===== config.mk =====
export PLATFORM = sky130hd
export DESIGN_NAME = speed_ctrl
export DESIGN_NICKNAME = d
export VERILOG_FILES = /design/src/rtl/speed_ctrl_pkg.sv /design/src/rtl/btn_debounce.sv /design/src/rtl/speed_ctrl.sv
export SDC_FILE = /design/constraint.sdc
export NUM_CORES = 1
export LEC_CHECK = 0
export CORE_AREA = 8 8 117 92
export CTS_CLUSTER_DIAMETER = 30
export DETAILED_ROUTE_END_ITERATION = 6
export DIE_AREA = 0 0 125 100
export PLACE_DENSITY = 0.73
export SETUP_SLACK_MARGIN = 0.4
export SKIP_CTS_REPAIR_TIMING = 1
export SLEW_MARGIN = 0
export SYNTH_ARGS = -nofsm -noshare
export SYNTH_HDL_FRONTEND = slang
export SYNTH_SLANG_ARGS = --single-unit
export TNS_END_PERCENT = 10

===== constraint.sdc =====
create_clock -name clk -period 2.8 [get_ports clk]
set_input_delay 0.56 -clock clk [delete_from_list [all_inputs] [get_ports clk]]
set_output_delay 0.56 -clock clk [all_outputs]
set_load 0.01 [all_outputs]

===== src/rtl/speed_ctrl_pkg.sv =====
// Shared types and saturating arithmetic for the front-panel speed controller.
package speed_ctrl_pkg;

  localparam int SPEED_W = 4;

  typedef logic [SPEED_W-1:0] speed_t;

  typedef enum logic [1:0] {
    MANUAL     = 2'd0,
    SWEEP_UP   = 2'd1,
    SWEEP_DOWN = 2'd2
  } mode_t;

  localparam speed_t SPEED_MAX = 4'd15;
  localparam speed_t SPEED_MIN = 4'd0;

  function automatic speed_t sat_inc(input speed_t v);
    speed_t r;
    if (v == SPEED_MAX) r = v;
    else                r = v + 4'd1;
    return r;
  endfunction

  function automatic speed_t sat_dec(input speed_t v);
    speed_t r;
    if (v == SPEED_MIN) r = v;
    else                r = v - 4'd1;
    return r;
  endfunction

  function automatic speed_t clamp_speed(input speed_t v, input speed_t lo, input speed_t hi);
    speed_t r;
    if (v < lo)      r = lo;
    else if (v > hi) r = hi;
    else             r = v;
    return r;
  endfunction

endpackage


===== src/rtl/btn_debounce.sv =====
// One push-button: 2-flop synchroniser, stability counter and press pulse.
// The press pulse is registered together with the accepted level turning high.
module btn_debounce #(
  parameter int unsigned CYCLES = 500_000
) (
  input  logic clk,
  input  logic rst_n,
  input  logic raw,
  output logic level,
  output logic press
);

  localparam int CNT_W = (CYCLES > 1) ? $clog2(CYCLES) : 1;
  localparam logic [CNT_W-1:0] CNT_LAST = CNT_W'(CYCLES - 1);
  localparam logic [CNT_W-1:0] CNT_ONE  = CNT_W'(1);

  logic             sync1_r;
  logic             sync2_r;
  logic             level_r;
  logic             press_r;
  logic [CNT_W-1:0] cnt_r;

  // Synchronise, count consecutive disagreeing cycles, flip level on the last one.
  always_ff @(posedge clk or negedge rst_n) begin
    if (!rst_n) begin
      sync1_r <= 1'b0;
      sync2_r <= 1'b0;
      level_r <= 1'b0;
      press_r <= 1'b0;
      cnt_r   <= {CNT_W{1'b0}};
    end else begin
      sync1_r <= raw;
      sync2_r <= sync1_r;
      if (sync2_r != level_r) begin
        if (cnt_r == CNT_LAST) begin
          level_r <= ~level_r;
          cnt_r   <= {CNT_W{1'b0}};
          press_r <= ~level_r;
        end else begin
          cnt_r   <= cnt_r + CNT_ONE;
          press_r <= 1'b0;
        end
      end else begin
        cnt_r   <= {CNT_W{1'b0}};
        press_r <= 1'b0;
      end
    end
  end

  assign level = level_r;
  assign press = press_r;

endmodule


===== src/rtl/speed_ctrl.sv =====
// Front-panel speed controller: debounced buttons step speed manually, or a
// sweep ramps it between two bounds paced by edges of the counter's toggle.
module speed_ctrl
  import speed_ctrl_pkg::*;
#(
  parameter int unsigned DEBOUNCE_CYCLES = 500_000,
  parameter int unsigned DWELL_TOGGLES   = 8,
  parameter speed_t      RESET_SPEED     = 4'd8,
  parameter speed_t      SWEEP_MIN       = 4'd1,
  parameter speed_t      SWEEP_MAX       = 4'd15
) (
  input  logic         clk,
  input  logic         rst_n,
  input  logic         btn_up,
  input  logic         btn_down,
  input  logic         btn_mode,
  input  logic         toggle,
  output logic [3:0]   speed,
  output logic [1:0]   mode,
  output logic         speed_changed
);

  if (SWEEP_MIN >= SWEEP_MAX) begin : g_bad_sweep_bounds
    $error("speed_ctrl: SWEEP_MIN must be below SWEEP_MAX");
  end
  if (DWELL_TOGGLES < 1) begin : g_bad_dwell
    $error("speed_ctrl: DWELL_TOGGLES must be at least 1");
  end

  localparam int DW_W = (DWELL_TOGGLES > 1) ? $clog2(DWELL_TOGGLES) : 1;
  localparam logic [DW_W-1:0] DWELL_LAST = DW_W'(DWELL_TOGGLES - 1);
  localparam logic [DW_W-1:0] DWELL_ONE  = DW_W'(1);
  localparam logic [DW_W-1:0] DWELL_ZERO = {DW_W{1'b0}};

  logic press_up_s, press_down_s, press_mode_s;
  logic level_up_s, level_down_s, level_mode_s;
  logic unused_levels_s;

  btn_debounce #(.CYCLES(DEBOUNCE_CYCLES)) u_db_up (
    .clk(clk), .rst_n(rst_n), .raw(btn_up), .level(level_up_s), .press(press_up_s)
  );
  btn_debounce #(.CYCLES(DEBOUNCE_CYCLES)) u_db_down (
    .clk(clk), .rst_n(rst_n), .raw(btn_down), .level(level_down_s), .press(press_down_s)
  );
  btn_debounce #(.CYCLES(DEBOUNCE_CYCLES)) u_db_mode (
    .clk(clk), .rst_n(rst_n), .raw(btn_mode), .level(level_mode_s), .press(press_mode_s)
  );

  // Accepted levels are only of interest for debug probing.
  assign unused_levels_s = ^{level_up_s, level_down_s, level_mode_s};

  speed_t          speed_r, speed_nx_s;
  mode_t           mode_r, mode_nx_s;
  logic [DW_W-1:0] dwell_r, dwell_nx_s;
  logic            speed_changed_r;
  logic            toggle_d_r;
  logic            tog_edge_s;

  assign tog_edge_s = toggle ^ toggle_d_r;

  // Next mode/speed/dwell; a mode press outranks up/down and any dwell step.
  always_comb begin
    speed_nx_s = speed_r;
    mode_nx_s  = mode_r;
    dwell_nx_s = dwell_r;
    case (mode_r)
      MANUAL: begin
        if (press_mode_s) begin
          if (speed_r >= SWEEP_MAX) mode_nx_s = SWEEP_DOWN;
          else                      mode_nx_s = SWEEP_UP;
          speed_nx_s = clamp_speed(speed_r, SWEEP_MIN, SWEEP_MAX);
          dwell_nx_s = DWELL_ZERO;
        end else if (press_up_s && !press_down_s) begin
          speed_nx_s = sat_inc(speed_r);
        end else if (press_down_s && !press_up_s) begin
          speed_nx_s = sat_dec(speed_r);
        end else begin
          speed_nx_s = speed_r;
        end
      end
      SWEEP_UP: begin
        if (press_mode_s) begin
          mode_nx_s  = MANUAL;
          dwell_nx_s = DWELL_ZERO;
        end else if (tog_edge_s) begin
          if (dwell_r == DWELL_LAST) begin
            dwell_nx_s = DWELL_ZERO;
            if (speed_r >= SWEEP_MAX - 4'd1) begin
              speed_nx_s = SWEEP_MAX;
              mode_nx_s  = SWEEP_DOWN;
            end else begin
              speed_nx_s = speed_r + 4'd1;
            end
          end else begin
            dwell_nx_s = dwell_r + DWELL_ONE;
          end
        end else begin
          dwell_nx_s = dwell_r;
        end
      end
      SWEEP_DOWN: begin
        if (press_mode_s) begin
          mode_nx_s  = MANUAL;
          dwell_nx_s = DWELL_ZERO;
        end else if (tog_edge_s) begin
          if (dwell_r == DWELL_LAST) begin
            dwell_nx_s = DWELL_ZERO;
            if (speed_r <= SWEEP_MIN + 4'd1) begin
              speed_nx_s = SWEEP_MIN;
              mode_nx_s  = SWEEP_UP;
            end else begin
              speed_nx_s = speed_r - 4'd1;
            end
          end else begin
            dwell_nx_s = dwell_r + DWELL_ONE;
          end
        end else begin
          dwell_nx_s = dwell_r;
        end
      end
      default: begin
        mode_nx_s  = MANUAL;
        dwell_nx_s = DWELL_ZERO;
      end
    endcase
  end

  // State registers; speed_changed is registered alongside the speed it flags.
  always_ff @(posedge clk or negedge rst_n) begin
    if (!rst_n) begin
      speed_r         <= RESET_SPEED;
      mode_r          <= MANUAL;
      dwell_r         <= DWELL_ZERO;
      speed_changed_r <= 1'b0;
      toggle_d_r      <= 1'b0;
    end else begin
      speed_r         <= speed_nx_s;
      mode_r          <= mode_nx_s;
      dwell_r         <= dwell_nx_s;
      speed_changed_r <= (speed_nx_s != speed_r);
      toggle_d_r      <= toggle;
    end
  end

  assign speed         = speed_r;
  assign mode          = mode_r;
  assign speed_changed = speed_changed_r;

endmodule


==> impl_metrics.toml, run 1 <==
[detailed_routing]
avgRoutedWirePerCell_um = 14.7
drcViolationCount = 0
totalWireLength_um = 8660
num_vias = 3286
viasPerCell = 5.58
firstDrtPassIters = 4
ant_nets = 0
dr.first_iter.drc_count = 200

[logic_synthesis]
synth-edff-count = 0
synth.top_cell.area_share_pct = 45.6
ys_seq_elements = 80
netlist_instances = 455
synth_cell_types = 61
ys_async_sr_fraction_pct = 100
synthFlopType = "dfrtp_1"
synth.area.top_cells = "dfrtp_1 46%, nor2_1 6.8%, xor2_1 6.3%, xnor2_1 5.1%, ha_1 3.8%"
ys.warnings.count = 0
synth_nets = 474
synthesis.area_um2 = 4340
yosys.area.top_type = "dfrtp_1"
synth_area_per_cell_um2 = 9.53
ys_seq_area_share_pct = 46.2

[layout]
drive_gt1_share_pct = 11.3
mostFrequentLayoutCells = "78 x nor2_1, 78 x dfrtp_1, 32 x nand3_1, 32 x nand2_1, 31 x xor2_1"
fin_nets = 493
final_area_um2 = 4910
fin_cells = 589
antenna_cells = 0
synthToLayoutAreaGrowth_pct = 13.2

[floorplan]
die-height_um = 100
die_area_um2 = 12500
core_um2 = 8860
die-width_um = 125
start_util_pct = 48.9
row_count = 30
num_io_pins = 13

[sta]
max_freq_mhz = 431
period_share_pct = 82.8
slew_headroom_pct = 58.4
setup-tns-final_ns = 0
rsz0062_at_grt = "false"
report.final.slew_viol_count = 0
finalHoldViolations = 0
finClkSkew_ns = 0.00501
finalSetupViolations = 0
finalCriticalPeriod_ns = 2.32
fin_hold_ws_ns = 0.247
worstMarginPinSlew_ns = 0.624

[pwr]
irDropWorstVdd_uv = 413
power.density_nw_per_um2 = 475
p_sw_share_pct = 22.2
seq_power_share_pct = 50.8
power_mw = 2.33
switchingPower_mw = 0.518
power_leakage_nw = 2.13
p_int_mw = 1.82
clkPwrFrac_pct = 45.9
p_comb_share_pct = 3.3

[clocking]
cts_root_buffer = "clkbuf_16"
clk_pin_slew_worst_paths_ns = 0.06
clkSinkCount = 80
clock_latency_ns = 0.33
cts-htree-levels = 3
cts_tree = "built"
max-clock-path-buffers = 2
numCtsBuffers = 9

[grt]
track_usage_pct = 14.4
grt_max_degree = 49
grt_pass1_vias = 3077
grt_antenna_before_repair = 0
grt-ovfl-total = 0
grt_pass1_wl_um = 14800

[setup_path]
worstPathRequired_ns = 3.00
arrival_ns = 2.52
critical_path.startpoint_type = "flip-flop"
end_kind = "flip-flop"
critPathMaxStageDelay_ns = 0.47
critPathKind = "flip-flop to flip-flop"
reg2reg_from = "speed[0]"
crit_fanout = 5
crit_path_start = "speed[0]"
cp_cell_sequence = "inv_2 -> ha_1 -> o21ai_0 -> nand3_1 -> a32oi_2 -> o32ai_2 -> mux2i_1 -> or4_1"
cpMaxStageDelayCell = "or4_1"

[placed_design]
place_congestion = 0.941
hpwl_um = 6020
placed_cell_area_um2 = 4580
placed_cells = 572
port_buffers = 12

[status]
status = "finished, final reports clean"

[min_path]
hold_path_class = "input port to asynchronous set/reset pin"

[job]
maxCapViolations = 0
==> final cells by class <==
| type | instances | area (um2) |
|---|---|---|
| clock inverter | 4 | 31.3 |
| clock buffer | 10 | 239 |
| sequential | 80 | 2000 |
| fill | 784 | 3950 |
| inverter | 12 | 45.0 |
| tap | 112 | 140 |
| multi-input combinational | 347 | 2240 |
| timing repair buffer | 24 | 208 |
==> critical path: cells and delay by family, from the launching register on <==
family | cells | cell delay [ns]
compound gates | 3 | 0.69
mux | 1 | 0.15
simple gates | 2 | 0.58
buf+inv | 1 | 0.10
flops | 1 | 0.43
fa+ha+maj | 1 | 0.22
==> flip-flops by register name, summed over array words and instances, names as in the netlist <==
signal             flops
dwell_r                3
u_db_down.sync2_r      1
u_db_up.cnt_r         19
u_db_down.level        1
u_db_down.sync1_r      1
u_db_mode.cnt_r       19
toggle_d_r             1
u_db_up.sync1_r        1
u_db_down.cnt_r       19
speed_changed          1
u_db_mode.level        1
u_db_up.press          1
u_db_mode.sync1_r      1
u_db_up.sync2_r        1
u_db_up.level          1
u_db_down.press        1
mode                   2
u_db_mode.press        1
speed                  4
u_db_mode.sync2_r      1
==> final timing paths <==
path,to,slack (ns),depth (start not counted)
worst max register to register,speed_changed,0.48,8
max in group asynchronous,speed[1],1.87,2
worst max-delay path,speed_changed,0.48,8
min in group clk,u_db_down.sync2_r,0.35,0
worst min-delay path,u_db_mode.cnt_r[10],0.25,1
worst min register to register,u_db_down.sync2_r,0.35,0
==> power groups by stage <==
stage                     sequential, mW  clock, mW  combinational (mW)
after detailed placement            1.21          0              0.0798
after floorplan                     1.20          0              0.0369
after CTS                           1.19       1.10              0.0806
after global placement              1.21          0              0.0780
final                               1.19       1.07              0.0778
after global routing                1.19       1.14              0.0916
==> per-stage QoR <==
stage	util, %	setup WS (ns)
5_1_grt	55.4	0.394
3_5_place_dp	51.7	0.174
6_report	55.4	0.482
2_1_floorplan	-	0.481
3_3_place_gp	51.7	0.233
4_1_cts	54.7	0.259
==> per-layer routing <==
layer  vias up  wire length (um)  GRT usage, %
met2        72              3740          20.7
met1      1590              4360          20.3
met5         -                 0             0
li1       1612                 -             -
met3        12               423          3.18
met4         0               137          5.97
==> cells in the mapped netlist (2+ instances only) <==
library cell and instances:
o211a_1 3, nor2_1 79, nand3_1 32, nor2b_1 5
inv_1 12, and3b_1 2, or4_1 2, xor2_1 31
nor4b_1 2, clkbuf_1 5, nor4_1 5, mux2i_1 2
nand2b_1 4, a21oi_1 12, nor3_1 12, nand4_1 10
buf_2 8, nand2_1 32, ha_1 13, mux2_2 4
o21ai_0 8, buf_4 2, a41oi_1 2, nand4b_1 2
o211ai_1 4, a22oi_1 4, or2_2 4, nor3b_1 3
o22ai_1 2, o31ai_1 4, and2_1 3, a32oi_1 2
nand3b_1 2, dfrtp_1 79, and3_1 9, xnor2_1 25
==> logic make-up after synthesis <==
| kind of cell | share of synthesized area (%) |
|---|---|
| AND/OR/NAND/NOR | 24.5 |
| adder cells (fa/ha/maj) | 3.75 |
| AO/OA/AOI/OAI | 9.35 |
| multiplexers | 1.50 |
| XOR/XNOR | 11.7 |
| buffers and inverters | 3.00 |
| flip-flops | 46.2 |
Note: power is estimated with default switching activity, not from simulation.
==> run 2: changes to the inputs <==
--- a/config.mk
+++ b/config.mk
@@ -9,7 +9,7 @@
 export CTS_CLUSTER_DIAMETER = 30
 export DETAILED_ROUTE_END_ITERATION = 6
 export DIE_AREA = 0 0 125 100
-export PLACE_DENSITY = 0.73
+export PLACE_DENSITY = 0.75
 export SETUP_SLACK_MARGIN = 0.4
 export SKIP_CTS_REPAIR_TIMING = 1
 export SLEW_MARGIN = 0
==> constraint.sdc (replaced) <==
create_clock -name clk -period 1.93 [get_ports clk]
set_input_delay 0.386 -clock clk [delete_from_list [all_inputs] [get_ports clk]]
set_output_delay 0.386 -clock clk [all_outputs]
set_load 0.01 [all_outputs]
==> run 2 against run 1 <==
The flow now finishes with violations (hold timing, setup timing). Via count increased by 10%. Maximum frequency increased by 4.9%. Power increased by 60%. Combinational power is 98% higher. Critical path depth shrank 1. Flip-flop and latch count did not move. Global-route usage up 1.3 points. Setup slack worse by 0.76 ns. Count of clock-buffer cells in the layout shrank 1. Cell count up 9.3%. Register-to-register slack got worse by 0.76 ns. Core utilization increased by 11 points. Critical path type unchanged. Highest routed layer unchanged.
==> impl_metrics.toml, run 2 (synthesis gave the netlist of run 1 again) <==
[setup_path]
critPathKind = "flip-flop to flip-flop"
worstPathRequired_ns = 2.13
cpMaxStageDelayCell = "dfrtp_2"
critPathMaxStageDelay_ns = 0.46
end_kind = "flip-flop"
critical_path.startpoint_type = "flip-flop"
cp_cell_sequence = "ha_2 -> and3_2 -> nor3b_1 -> o311a_1 -> nor3_4 -> mux2i_1 -> or4_1"
crit_fanout = 7
arrival_ns = 2.41

[detailed_routing]
ant_nets = 0
firstDrtPassIters = 5
drcViolationCount = 0
dr.first_iter.drc_count = 209
viasPerCell = 5.63
avgRoutedWirePerCell_um = 16.2
totalWireLength_um = 10400
num_vias = 3627

[pwr]
seq_power_share_pct = 46.2
switchingPower_mw = 0.834
p_sw_share_pct = 22.3
p_int_mw = 2.90
clkPwrFrac_pct = 49.7
power.density_nw_per_um2 = 637
power_leakage_nw = 2.52
irDropWorstVdd_uv = 711
p_comb_share_pct = 4.1

[sta]
max_freq_mhz = 452
finalSetupViolations = 3
rsz0062_at_grt = "true"
finalHoldViolations = 28
finalCriticalPeriod_ns = 2.21
period_share_pct = 115
fin_hold_ws_ns = -0.0245
worstMarginPinSlew_ns = 0.395
finClkSkew_ns = 0.00772
report.final.slew_viol_count = 0
slew_headroom_pct = 73.6
setup_slack_ns = -0.280

[min_path]
hold_path_class = "input port to asynchronous set/reset pin"

[layout]
fin_cells = 644
largestRegisters = "u_db_down.cnt_r (19), u_db_mode.cnt_r (19), u_db_up.cnt_r (19)"
final-seq-area_um2 = 2010
layout_commonest_cell = "dfrtp_1"
synthToLayoutAreaGrowth_pct = 35.4
fin_nets = 546
drive_gt1_share_pct = 36.1
mostFrequentLayoutCells = "72 x dfrtp_1, 59 x buf_4, 39 x nor2_1"
multi_input_area_um2 = 2680
fillers = 664
antenna_cells = 0

[status]
failed_checks = "hold timing, setup timing"
status = "finished with violations"

[clocking]
clock_latency_ns = 0.33
clkSinkCount = 80
cts_tree = "built"
clk_pin_slew_worst_paths_ns = 0.07
max-clock-path-buffers = 2
cts-htree-levels = 3
cts_root_buffer = "clkbuf_16"
numCtsBuffers = 9

[grt]
grt_pass1_vias = 3479
grt_max_degree = 37
grt_pass1_wl_um = 16300
track_usage_pct = 15.6
grt_antenna_before_repair = 0
grt-ovfl-total = 0

[placed_design]
place_congestion = 0.913
hpwl_um = 6840
port_buffers = 12
placed_cells = 622

[floorplan]
start_util_pct = 48.9
die-width_um = 125
row_count = 30
num_io_pins = 13
die-height_um = 100
core_um2 = 8860
die_area_um2 = 12500

[job]
maxCapViolations = 0
## run 2: per-stage QoR
step	setup TNS (ns)	power [mW]	util [%]	cell area, um2	setup WS (ns)
global placement	-1.24	1.87	56.7	5030	-0.395
floorplan	-0.229	1.80	-	4410	-0.229
detailed placement	-1.55	1.87	56.7	5030	-0.475
finish	-0.433	3.74	66.3	5870	-0.280
global route	-0.713	3.85	66.3	5870	-0.383
CTS	-0.808	3.73	60.4	5350	-0.350
## run 2: area by class of cell
type	instances	area share (%)
repair buffers	76	11.2
multi-input cells	348	45.6
flip-flops and latches	80	34.3
inverters	12	0.895
well taps	112	2.39
clock buffers	9	3.84
clock inverters	7	1.75
## run 2: worst paths after layout
| kind | start | end | slack [ns] | cells after the start |
|---|---|---|---|---|
| setup / recovery | speed[1] | speed_changed | -0.28 | 7 |
| hold / removal | rst_n | u_db_mode.cnt_r[0] | -0.02 | 1 |
| setup reg to reg | speed[1] | speed_changed | -0.28 | 7 |
| hold reg to reg | u_db_down.sync1_r | u_db_down.sync2_r | 0.35 | 0 |
| max in group asynchronous | rst_n | speed[3] | 1.33 | 2 |
| min in group clk | toggle | toggle_d_r | 0.31 | 1 |
## run 2: critical path: cells and delay by family, from the launching register on
family	cells	cell delay, ns
AO/OA/AOI/OAI	1	0.37
adder cells (fa/ha/maj)	1	0.24
flip-flops	1	0.46
multiplexers	1	0.09
AND/OR/NAND/NOR	4	0.92
## run 2: power groups by stage
stage | sequential, mW | clock, mW | combinational (mW)
2_1_floorplan | 1.75 | 0 | 0.0557
3_5_place_dp | 1.75 | 0 | 0.121
4_1_cts | 1.72 | 1.88 | 0.122
3_3_place_gp | 1.75 | 0 | 0.118
5_1_grt | 1.73 | 1.95 | 0.173
6_report | 1.73 | 1.86 | 0.154
## run 2: routing by layer
| layer | track usage [%] | part of all wire [%] | vias up |
|---|---|---|---|
| met5 | 0 | 0 | - |
| met4 | 4.57 | 0.87 | 0 |
| met3 | 2.97 | 4.8 | 13 |
| met2 | 25.0 | 50 | 93 |
| met1 | 21.1 | 45 | 1791 |
| li1 | - | - | 1730 |
==> run 3: changes to the inputs <==
--- a/config.mk
+++ b/config.mk
@@ -5,11 +5,11 @@
 export SDC_FILE = /design/constraint.sdc
 export NUM_CORES = 1
 export LEC_CHECK = 0
-export CORE_AREA = 8 8 117 92
+export CORE_AREA = 8 8 111 88
 export CTS_CLUSTER_DIAMETER = 30
 export DETAILED_ROUTE_END_ITERATION = 6
-export DIE_AREA = 0 0 125 100
-export PLACE_DENSITY = 0.75
+export DIE_AREA = 0 0 119 96
+export PLACE_DENSITY = 0.82
 export SETUP_SLACK_MARGIN = 0.4
 export SKIP_CTS_REPAIR_TIMING = 1
 export SLEW_MARGIN = 0
==> run 3 against run 2 <==
The flow finishes with violations (setup timing). Setup slack got worse by 0.071 ns. Largest cell class unchanged. Power down 20%. Maximum frequency fell by 3.1%. Worst hold slack better by 0.38 ns. Sequential share of layout area rose by 0.98 points. Clock skew grew 0.0039 ns. Design area fell by 2.8%.
==> impl_metrics.toml, run 3 (synthesis gave the netlist of run 1 again) <==
[pwr]
switchingPower_mw = 0.750
irDropWorstVdd_uv = 547
seq_power_share_pct = 57.9
p_int_mw = 2.23
power.density_nw_per_um2 = 522
power_leakage_nw = 2.41
p_comb_share_pct = 5.2
p_sw_share_pct = 25.2
clkPwrFrac_pct = 36.9

[grt]
grt_antenna_before_repair = 0
grt_pass1_vias = 3182
grt_pass1_wl_um = 15100
grt-ovfl-total = 0
grt_max_degree = 49
track_usage_pct = 16.2

[setup_path]
reg2reg_from = "speed[0]"
crit_path_frequent_cell = "buf_4"
cp_cell_sequence = "buf_4 -> buf_4 -> or3_1 -> a32o_2 -> a2bb2oi_2 -> o211ai_1 -> or4_1"
arrival_ns = 2.50
worstPathRequired_ns = 2.15
critPathMaxStageDelay_ns = 0.51
crit_family = "simple AND/OR/NAND/NOR gates"
crit_path_start = "speed[0]"
crit_fanout = 9
critical_path.startpoint_type = "flip-flop"
cpMaxStageDelayCell = "or4_1"
cp_num_buf_inv = 2
end_kind = "flip-flop"
critPathKind = "flip-flop to flip-flop"

[placed_design]
place_congestion = 0.906
placed_cells = 613
hpwl_um = 6290
port_buffers = 12
placed_cell_area_um2 = 4980

[layout]
antenna_cells = 0
largestRegisters = "u_db_down.cnt_r (19), u_db_mode.cnt_r (19), u_db_up.cnt_r (19)"
layout_commonest_cell = "dfrtp_1"
finish.utilization_pct = 70.5
final_area_um2 = 5710
synthToLayoutAreaGrowth_pct = 31.6
drive_gt1_share_pct = 35.9
fin_nets = 546
mostFrequentLayoutCells = "73 x dfrtp_1, 57 x buf_4, 38 x nor2_1"
fin_cells = 640

[clocking]
cts_root_buffer = "clkbuf_8"
cts_tree = "built"
max-clock-path-buffers = 2
cts-htree-levels = 3
clkSinkCount = 80
clk_pin_slew_worst_paths_ns = 0.09
clock_latency_ns = 0.34
numCtsBuffers = 9

[sta]
finClkSkew_ns = 0.0116
period_share_pct = 118
finalSetupViolations = 4
finalHoldViolations = 0
slew_headroom_pct = 72.1
setup_slack_ns = -0.351
worstMarginPinSlew_ns = 0.416
report.final.slew_viol_count = 0
finalCriticalPeriod_ns = 2.28
max_freq_mhz = 438
rsz0062_at_grt = "true"

[floorplan]
die_area_um2 = 11400
die-width_um = 119
num_io_pins = 13
start_util_pct = 53.6
row_count = 29
die-height_um = 96
core_um2 = 8090

[detailed_routing]
firstDrtPassIters = 4
num_vias = 3577
avgRoutedWirePerCell_um = 15.7
drcViolationCount = 0
ant_nets = 0
totalWireLength_um = 10000
dr.first_iter.drc_count = 226
viasPerCell = 5.59

[status]
status = "finished with violations"
failed_checks = "setup timing"

[min_path]
min_from = "u_db_mode.sync1_r"
hold_path_class = "flip-flop to flip-flop"

[job]
maxCapViolations = 0
## run 3: cell types whose count changed in the layout (fill, tap and decap cells not counted), sizes merged
| cell | before | now |
|---|---|---|
| buf | 66 | 64 |
| bufinv | 2 | 0 |
| clkbuf | 9 | 11 |
| clkinvlp | 0 | 2 |
| dlymetal6s2s | 7 | 5 |
| clkdlybuf4s50 | 3 | 4 |
| clkinv | 3 | 2 |
| dlygate4sd3 | 0 | 1 |
| or2 | 5 | 6 |
## run 3: layout make-up
type	instances	area, um2
fillers	549	2390
flip-flops and latches	80	2010
clock inverters	6	42.5
clock buffers	10	128
inverters	12	52.6
repair buffers	75	651
multi-input cells	349	2690
well taps	108	135
## run 3: power groups by stage
stage	combinational, mW	sequential [mW]	clock [mW]
2_1_floorplan	0.0557	1.75	0
3_3_place_gp	0.115	1.75	0
3_5_place_dp	0.119	1.75	0
4_1_cts	0.119	1.72	1.11
5_1_grt	0.174	1.73	1.17
6_report	0.154	1.72	1.10
## run 3: worst paths after layout
check,end,slack (ns),depth (start not counted)
setup reg to reg,speed_changed,-0.35,7
hold / removal,u_db_mode.sync2_r,0.35,0
max in group asynchronous,speed[3],0.76,3
setup / recovery,speed_changed,-0.35,7
min in group asynchronous,u_db_mode.cnt_r[10],0.53,2
hold reg to reg,u_db_mode.sync2_r,0.35,0
## run 3: per-stage QoR
stage / hold slack (ns) / total power, mW / setup slack (ns) / TNS (ns)
after floorplan: 0.0904 / 1.80 / -0.229 / -0.229
after global placement: 0.332 / 1.86 / -0.384 / -1.08
after detailed placement: 0.335 / 1.87 / -0.489 / -1.59
after CTS: -0.0195 / 2.95 / -0.392 / -0.744
after global routing: 0.365 / 3.08 / -0.436 / -1.14
final: 0.354 / 2.98 / -0.351 / -0.583
## run 3: metal layers
| metal | global-route usage (%) | wire length, um |
|---|---|---|
| met3 | 3.69 | 382 |
| met5 | 0 | 0 |
| met2 | 26.0 | 4980 |
| met1 | 21.9 | 4540 |
| met4 | 3.88 | 116 |
